<file path="config.mk">
export PLATFORM = sky130hd
export DESIGN_NAME = cell_loader
export DESIGN_NICKNAME = d
export VERILOG_FILES = /design/src/rtl/cell_loader.sv
export SDC_FILE = /design/constraint.sdc
export NUM_CORES = 1
export LEC_CHECK = 0
export BUFFER_PORTS_ARGS = -buffer_cell sky130_fd_sc_hd__buf_2
export CAP_MARGIN = 20
export CORE_MARGIN = 2
export CORE_UTILIZATION = 53
export DETAILED_ROUTE_END_ITERATION = 7
export PLACE_DENSITY = 0.81
export SLEW_MARGIN = 15
export SYNTH_ARGS = -nofsm -noshare
export SYNTH_HDL_FRONTEND = slang
export SYNTH_SLANG_ARGS = --single-unit
</file>
<file path="constraint.sdc">
create_clock -name clk -period 4.45 [get_ports clk]
set_input_delay 0.6675 -clock clk [delete_from_list [all_inputs] [get_ports clk]]
set_output_delay 0.6675 -clock clk [all_outputs]
set_load 0.01 [all_outputs]
</file>
<file path="src/rtl/cell_loader.sv">
// Purpose : packs a serial RGB pixel stream into the cellA/cellB matrices of an
//           instruction word, tags it with an opcode and issues it to the core.
// Latency : iw_valid rises on the clk edge that accepts the last cellB pixel.
// Backpressure: op_ready/pix_ready are functions of state only; the issued word
//           is held bit-stable until iw_ready. Nothing is dropped or reordered.
//
// Ports:
//   clk, reset_n           clock (posedge) and async active-low reset
//   op_valid/op_ready      opcode handshake, op_code latched into iw.opcode
//   pix_valid/pix_ready    pixel handshake, pix_data in raster order
//   iw_valid/iw_ready      instruction word handshake, iw = {opcode, cellA, cellB}
//   busy                   high whenever the loader is not idle
//   pix_idx                next pixel slot inside the cell being filled
//   abort                  (only with CELL_LOADER_ABORT_EN) cancels a load in progress
// Optional feature macro: CELL_LOADER_ABORT_EN

package image_processing_pkg;
  localparam int MAT_DIM = 3;
  localparam int PIXEL_W = 24;

  typedef logic [PIXEL_W-1:0] pixel_t;
  typedef pixel_t [MAT_DIM-1:0][MAT_DIM-1:0] matrix_t;

  typedef enum logic [2:0] {
    OP_NOP = 3'd0,
    OP_ADD = 3'd1,
    OP_SUB = 3'd2,
    OP_MUL = 3'd3,
    OP_AVG = 3'd4
  } opcodes_t;

  typedef struct packed {
    opcodes_t opcode;
    matrix_t  cellA;
    matrix_t  cellB;
  } instruction_t;
endpackage

module cell_loader
  import image_processing_pkg::*;
#(
  parameter int CELL_DIM = MAT_DIM,
  parameter int PIX_W    = PIXEL_W,
  localparam int CNT_W   = $clog2(CELL_DIM*CELL_DIM+1)
) (
  input  logic             clk,
  input  logic             reset_n,
  input  logic             op_valid,
  output logic             op_ready,
  input  opcodes_t         op_code,
  input  logic             pix_valid,
  output logic             pix_ready,
  input  logic [PIX_W-1:0] pix_data,
  output logic             iw_valid,
  input  logic             iw_ready,
  output instruction_t     iw,
  output logic             busy,
  output logic [CNT_W-1:0] pix_idx
`ifdef CELL_LOADER_ABORT_EN
  ,
  input  logic             abort
`endif
);

  localparam int LAST  = CELL_DIM*CELL_DIM - 1;
  localparam int IDX_W = (CELL_DIM > 1) ? $clog2(CELL_DIM) : 1;

  typedef enum logic [1:0] {
    S_IDLE,
    S_LOAD_A,
    S_LOAD_B,
    S_ISSUE
  } state_t;

  state_t             r_state;
  state_t             w_state_nxt;
  logic [CNT_W-1:0]   r_pix_idx;
  instruction_t       r_iw;

  logic               w_loading;
  logic               w_abort_load;
  logic               w_op_hs;
  logic               w_pix_hs;
  logic               w_last;
  logic [IDX_W-1:0]   w_row;
  logic [IDX_W-1:0]   w_col;

`ifdef CELL_LOADER_ABORT_EN
  // Abort only bites while a cell is being filled; an issued word is never retracted.
  assign w_abort_load = abort & w_loading;
`else
  assign w_abort_load = 1'b0;
`endif

  // Ready signals come from state only, so no valid->ready combinational path exists.
  assign w_loading = (r_state == S_LOAD_A) || (r_state == S_LOAD_B);
  assign op_ready  = (r_state == S_IDLE);
  assign pix_ready = w_loading;
  assign iw_valid  = (r_state == S_ISSUE);
  assign busy      = (r_state != S_IDLE);
  assign pix_idx   = r_pix_idx;
  assign iw        = r_iw;

  assign w_op_hs  = op_valid & op_ready;
  // A pixel offered in the abort cycle is discarded.
  assign w_pix_hs = pix_valid & pix_ready & ~w_abort_load;
  assign w_last   = (r_pix_idx == CNT_W'(LAST));

  // Raster order: column index runs fastest.
  assign w_row = IDX_W'(r_pix_idx / CNT_W'(CELL_DIM));
  assign w_col = IDX_W'(r_pix_idx % CNT_W'(CELL_DIM));

  always_ff @(posedge clk or negedge reset_n) begin
    if (!reset_n) begin
      r_state <= S_IDLE;
    end else begin
      r_state <= w_state_nxt;
    end
  end

  always_comb begin
    w_state_nxt = r_state;
    case (r_state)
      S_IDLE: begin
        if (w_op_hs) w_state_nxt = S_LOAD_A;
      end
      S_LOAD_A: begin
        if (w_pix_hs && w_last) w_state_nxt = S_LOAD_B;
      end
      S_LOAD_B: begin
        if (w_pix_hs && w_last) w_state_nxt = S_ISSUE;
      end
      S_ISSUE: begin
        if (iw_ready) w_state_nxt = S_IDLE;
      end
      default: w_state_nxt = S_IDLE;
    endcase
    if (w_abort_load) w_state_nxt = S_IDLE;
  end

  // Matrix contents are never cleared except by reset; they persist across words
  // and across aborts until overwritten by new pixels.
  always_ff @(posedge clk or negedge reset_n) begin
    if (!reset_n) begin
      r_pix_idx <= '0;
      r_iw      <= '0;
    end else begin
      if (w_op_hs) begin
        r_iw.opcode <= op_code;
        r_pix_idx   <= '0;
      end
      if (w_abort_load) begin
        r_pix_idx <= '0;
      end else if (w_pix_hs) begin
        if (r_state == S_LOAD_A) begin
          r_iw.cellA[w_row][w_col] <= pixel_t'(pix_data);
        end else begin
          r_iw.cellB[w_row][w_col] <= pixel_t'(pix_data);
        end
        r_pix_idx <= w_last ? '0 : r_pix_idx + 1'b1;
      end
    end
  end

endmodule

</file>
==> flow_summary_export.csv, run 1 <==
group,metric,value,unit
place,place_area,20100,sq um
grt,grt_pass1_wl,68.7,mm
floorplanning,fp.dieW,186,um
drt,routed-wl-met3,4.27,mm
floorplanning,core,32500,sq um
grt,grt_usage,26.5,%
cts,clock-root-buffer,"clkbuf_16",
timing,tightest_slew,0.958,ns
cts,ctsHoldBuffers,0,
synth,synth_top_area_share,63.1,%
cts,clockBufferDepth,3,
synth,netlist_top_cells_area,"dfrtp_1, mux2_2, mux2_4",
drt,drtAntennaViolNets,0,
cells_and_area,final_util,66.4,%
synth,async_reset_ff_share,100,%
place,port_buffers,474,
critical_path,worst_setup_path_start_kind,"register",
timing,fin_crit_sh,86.5,%
drt,top_layer_used,"met4",
critical_path,rr_endpoint,"iw[135]",
synth,syn-mean-instance-area,17.1,sq um
cts,clkLatencyLatePin,0.56,ns
synth,syn_inst,1024,
cells_and_area,final_cell_area,21600,sq um
drt,wl_per_cell,23.5,um
cts,cts_buffers,44,
cts,cts_setup_buffers,0,
drt,first_iter_violations,467,
timing,clock_skew,0.0153,ns
cells_and_area,fin_nets,1543,
cts,htree_levels,2,
worst_hold_path,hold_class,"in2async",
cts,post_cts_resized,0,
critical_path,r2r_start,"pix_idx[2]",
timing,tns,0,ns
drt,wl_met2,22.6,mm
timing,rsz0062_at_grt,"no",
timing,holdWs,0.211,ns
drt,vias_per_cell,5.37,
timing,max_freq,0.260,GHz
drt,drc,0,
floorplanning,dieHeight,186,um
critical_path,worstSetupEndpoint,"iw[135]",
timing,fin_crit,3.85,ns
place,place.gp.congestion,0.814,
timing,hold_viol_final,0,
cts,cts_tree,"yes",
synth,netlist_area,17500,sq um
critical_path,crit_path_max_fanout,13,
drt,routed_wl,46.6,mm
grt,grt_pass1_vias,11146,
drt,met1_length,18.3,mm
drt,drtPass1Iterations,4,
cells_and_area,drive_gt1_share,66.1,%
critical_path,rrSetupSlack,0.60,ns
critical_path,critPathKind,"reg2reg",
critical_path,crit_path_end_kind,"register",
synth,synth_edf_count,0,
floorplanning,die-area,34400,sq um
synth,yosysUniqueCellTypes,44,
outcome,status,"finished, final reports clean",
grt,grt_antenna_before_repair,3,
place,dp_hpwl,30.9,mm
critical_path,crit_start,"pix_idx[2]",
floorplanning,num_rows,66,
grt,grt.overflow.total,0,
timing,slew_violations,0,
floorplanning,initial_utilization,53.7,%
power_and_ir_drop,cellLeakagePower,11.9,nW
timing,max-slew-margin-rel,36.0,%
cells_and_area,syn_to_final_growth,23.6,%
power_and_ir_drop,vdd_drop_max,0.000466,V
synth,syn-num-nets,1066,
power_and_ir_drop,power_density,644,nW/um^2
synth,ys_seq_elements,441,
grt,grt_max_degree,121,
critical_path,reg2regPathDepth,12,
synth,synth_largest_area_cell,"dfrtp_1",
synth,yosysWarnings,0,
run,drv_cap,0,
synth,ys_seq_area_share,63.1,%
drt,vias,10647,
floorplanning,io-pin-count,475,
synth,synth-main-ff-cell,"dfrtp_1",
critical_path,arrival,4.29,ns
timing,setup_viol,0,
cts,cts.sinks,441,
critical_path,cp.required,4.89,ns
cts,clk_pin_slew,0.06,ns
-- report_power, final --
part,internal [mW],total [mW],switching (mW)
clock network,2.19,3.74,1.55
logic,2.15,4.38,2.23
registers,5.16,5.80,0.637
total,9.50,13.9,4.42
-- per-stage QoR --
step,setup slack [ns],cells,power [mW]
after global routing,0.408,1981,14.6
after global placement,0.548,1896,10.0
after floorplan,1.18,1024,8.35
final,0.599,1981,13.9
after CTS,0.309,1977,14.0
after detailed placement,0.368,1896,10.2
-- how the worst min path moves through the flow --
stage / slack, ns / from / endpoint / cells past startpoint
after floorplan: 0.37 / reset_n / iw[0] / 0
after global placement: 0.46 / iw[108] / iw[108] / 1
after detailed placement: 0.47 / iw[214] / iw[214] / 1
after CTS: 0.26 / reset_n / iw[22] / 1
after global routing: 0.28 / reset_n / iw[89] / 1
final: 0.21 / reset_n / iw[86] / 1
-- cell usage in the layout, fill, tap and decap left out, types with 8 or more instances in the layout --
cell type  synthesis  routed
buf_2              8     473
dfrtp_1          441     441
ha_1              10      10
mux2_1            12      12
clkbuf_1          24      13
nand2_1            8       8
clkinv_2           0       8
clkbuf_16          0      45
mux2_4            60      60
mux2_2           364     364
buf_4              3      20
-- registers in the layout, indices dropped and copies added, names as in the netlist --
| register | cells |
|---|---|
| iw | 435 |
| pix_idx | 4 |
| r_state | 2 |
-- cells in the mapped netlist (2+ instances only) --
cell type,n
nand2_2,2
and2_1,3
nand4_4,3
o21ai_0,2
mux2_2,364
nor4b_4,2
inv_1,6
buf_2,8
o31ai_1,2
mux2_4,60
and4_1,2
nand2_1,8
or3_1,3
mux2_1,12
nor2b_1,3
buf_4,3
a21oi_1,2
nand4b_4,2
buf_6,31
ha_1,10
nor4_4,6
clkbuf_1,24
nor2_1,5
dfrtp_1,441
-- worst max-delay path: stages (launching register included) --
cell and delay [ns]:
dfrtp_1 0.54, and2b_4 0.24, ha_1 0.14, inv_1 0.04
ha_1 0.36, nor2b_1 0.23, a221oi_2 0.33, ha_1 0.25
nor3b_2 0.05, buf_4 0.21, nand4b_2 0.65, buf_16 0.39
mux2_2 0.28
-- metal layers --
metal	GRT usage (%)	up-vias
li1	-	4576
met1	32.8	5531
met2	43.9	452
met3	8.43	88
met4	9.61	0
met5	0	-
-- layout make-up --
class                   instances  area [sq um]
diodes                          3          7.51
clock buffers                  63          1240
clock inverters                18           209
fillers                      2339         10900
inverters                       7          26.3
multi-input cells             509          5900
flip-flops and latches        441         11000
well taps                     442           553
repair buffers                498          2620
-- cells by family (layout without fill, tap and decap cells) --
| logic type | Yosys count | after routing | share of synthesized area, % |
|---|---|---|---|
| AO/OA/AOI/OAI | 10 | 10 | 0.444 |
| flip-flops | 441 | 441 | 63.1 |
| AND/OR/NAND/NOR | 52 | 52 | 3.16 |
| other | 0 | 3 | 0 |
| buffers and inverters | 74 | 586 | 3.10 |
| XOR/XNOR | 1 | 1 | 0.0501 |
| multiplexers | 436 | 436 | 29.4 |
| adder cells (fa/ha/maj) | 10 | 10 | 0.716 |
(Power assumes the default switching activity.)
==> inputs of run 2 (changes only) <==
--- a/config.mk
+++ b/config.mk
@@ -7,10 +7,12 @@
 export LEC_CHECK = 0
 export BUFFER_PORTS_ARGS = -buffer_cell sky130_fd_sc_hd__buf_2
 export CAP_MARGIN = 20
+export CELL_PAD_IN_SITES_DETAIL_PLACEMENT = 1
+export CELL_PAD_IN_SITES_GLOBAL_PLACEMENT = 2
 export CORE_MARGIN = 2
-export CORE_UTILIZATION = 53
+export CORE_UTILIZATION = 37
 export DETAILED_ROUTE_END_ITERATION = 7
-export PLACE_DENSITY = 0.81
+export PLACE_DENSITY_LB_ADDON = 0.1
 export SLEW_MARGIN = 15
 export SYNTH_ARGS = -nofsm -noshare
 export SYNTH_HDL_FRONTEND = slang
==> run 2 against run 1 <==
Against the previous run: setup slack gained 0.039 ns; largest power group unchanged; sequential share of layout area shrank 1.1 points; critical path depth down 2; power grew 4.9%; wire length increased by 15%.
==> flow_summary_export.csv, run 2 (synthesis gave the netlist of run 1 again) <==
group,metric,value,unit
cells_and_area,final_common_cell,"buf_2",
run,drv_cap,0,
power_and_ir_drop,power.share.clock,29.7,%
drt,drc,0,
critical_path,worstSetupEndpoint,"iw[156]",
cells_and_area,drive_gt1_share,67.0,%
critical_path,arrival,4.26,ns
cells_and_area,regArea,11000,sq um
critical_path,path_cells,"ha_1 -> inv_1 -> ha_1 -> nor2b_1 -> a221oi_2 -> ha_1 -> nor2_1 -> and2_1 -> nand4_2 -> mux2_2",
power_and_ir_drop,p_int,9.99,mW
cells_and_area,largest_reg_flops,435,
cells_and_area,final_cell_area,22100,sq um
power_and_ir_drop,cellLeakagePower,12.1,nW
drt,first_iter_violations,428,
drt,vias,10526,
floorplanning,io-pin-count,475,
timing,rsz0062_at_grt,"no",
cells_and_area,layout_common_cells,"buf_2, dfrtp_1, mux2_2",
cts,clock-root-buffer,"clkbuf_16",
cts,htree_levels,2,
critical_path,worst_setup_path_start_kind,"register",
drt,routed_wl,53.5,mm
cells_and_area,nFillCells,4710,
cts,clk_pin_slew,0.06,ns
power_and_ir_drop,total_power,14.6,mW
timing,slew_violations,0,
place,place_area,20300,sq um
grt,grt_antenna_before_repair,0,
cells_and_area,fin_nets,1547,
drt,drtAntennaViolNets,0,
floorplanning,core,46600,sq um
grt,grt_pass1_vias,11485,
cts,cts_buffers,49,
grt,grt_max_degree,116,
place,port_buffers,474,
critical_path,slowest_delay,0.76,ns
drt,drtPass1Iterations,4,
critical_path,critPathKind,"reg2reg",
grt,grt_pass1_wl,80.2,mm
power_and_ir_drop,power_frac_seq,39.7,%
power_and_ir_drop,combPwrFrac,30.5,%
cts,clkLatencyLatePin,0.58,ns
cts,post_cts_resized,0,
drt,vias_per_cell,4.89,
timing,hold_viol_final,0,
critical_path,crit_start,"pix_idx[1]",
critical_path,cp.required,4.89,ns
grt,grt.overflow.total,0,
floorplanning,die-area,49000,sq um
worst_hold_path,hold_class,"in2async",
place,place.gp.congestion,0.754,
drt,wl_per_cell,24.8,um
timing,clock_skew,0.0225,ns
place,dp_hpwl,37.2,mm
cells_and_area,final_util,47.4,%
floorplanning,fp.dieW,221,um
grt,grt_usage,21.8,%
timing,fin_crit,3.81,ns
timing,max_freq,0.262,GHz
critical_path,r2r_start,"pix_idx[1]",
critical_path,rr_endpoint,"iw[156]",
cts,clockBufferDepth,3,
cells_and_area,multi_input_area,5900,sq um
critical_path,crit_path_max_fanout,24,
critical_path,crit_path_end_kind,"register",
timing,tightest_slew,0.982,ns
floorplanning,dieHeight,221,um
cells_and_area,syn_to_final_growth,26.3,%
critical_path,reg2regPathDepth,10,
outcome,status,"finished, final reports clean",
timing,max-slew-margin-rel,34.4,%
timing,tns,0,ns
cts,cts_tree,"yes",
cells_and_area,diodes,0,
critical_path,cpMostUsedCell,"ha_1",
critical_path,rrSetupSlack,0.64,ns
cts,ctsHoldBuffers,0,
critical_path,crit_slowest_cell,"nand4_2",
power_and_ir_drop,switching_share,31.6,%
cts,cts_setup_buffers,0,
power_and_ir_drop,vdd_drop_max,0.000398,V
timing,fin_crit_sh,85.7,%
power_and_ir_drop,p_sw,4.61,mW
cts,cts.sinks,441,
floorplanning,initial_utilization,37.5,%
power_and_ir_drop,power_density,661,nW/um^2
floorplanning,num_rows,79,
timing,setup_viol,0,
-- run 2: cell count changes in the layout (fill, tap and decap cells not counted), sizes merged --
cell,before,now
buf,498,497
bufinv,4,6
clkbuf,63,68
clkinv,10,17
clkinvlp,3,1
diode,3,0
inv,8,7
-- run 2: worst min path at each step --
stage	startpoint	end	slack (ns)	cells after the start
3_3_place_gp	iw[115]	iw[115]	0.47	1
5_1_grt	reset_n	iw[7]	0.21	1
3_5_place_dp	iw[115]	iw[115]	0.47	1
6_report	reset_n	iw[7]	0.14	1
4_1_cts	reset_n	iw[10]	0.20	1
2_1_floorplan	reset_n	iw[0]	0.37	0
-- run 2: area by class of cell --
cell class	count	area share (%)
flip-flops and latches	441	50.0
multi-input cells	509	26.7
repair buffers	497	11.7
clock buffers	68	6.75
well taps	607	3.44
clock inverters	24	1.25
inverters	7	0.119
-- run 2: metal layers --
metal	vias to the layer above	track usage [%]	share of wire, %
met4	0	5.09	1.7
met5	-	0	0
li1	4586	-	-
met2	328	35.1	48
met1	5556	27.7	42
met3	56	8.43	8.9
-- run 2: worst max-delay path, delay by kind of cell, from the launching register on --
family	cells	cell delay [ns]
and+or+nand+nor	4	1.30
adders and majority gates	3	1.02
DFF	1	0.59
muxes	1	0.59
AOI/OAI and AO/OA	1	0.10
buffers and inverters	1	0.05
-- run 2: power groups by stage --
stage          registers, mW  logic [mW]  clock network (mW)
2_1_floorplan           6.33        2.02                   0
3_3_place_gp            5.79        4.47                   0
3_5_place_dp            5.85        4.53                   0
4_1_cts                 5.81        4.55                4.47
5_1_grt                 5.96        4.78                4.64
6_report                5.80        4.46                4.34
-- run 2: stage by stage --
step	setup slack, ns	hold WS (ns)	instances
detailed placement	0.565	0.474	2061
global route	0.320	0.209	2153
CTS	0.550	0.196	2153
global placement	0.693	0.466	2061
floorplan	1.18	0.372	1024
finish	0.638	0.143	2153
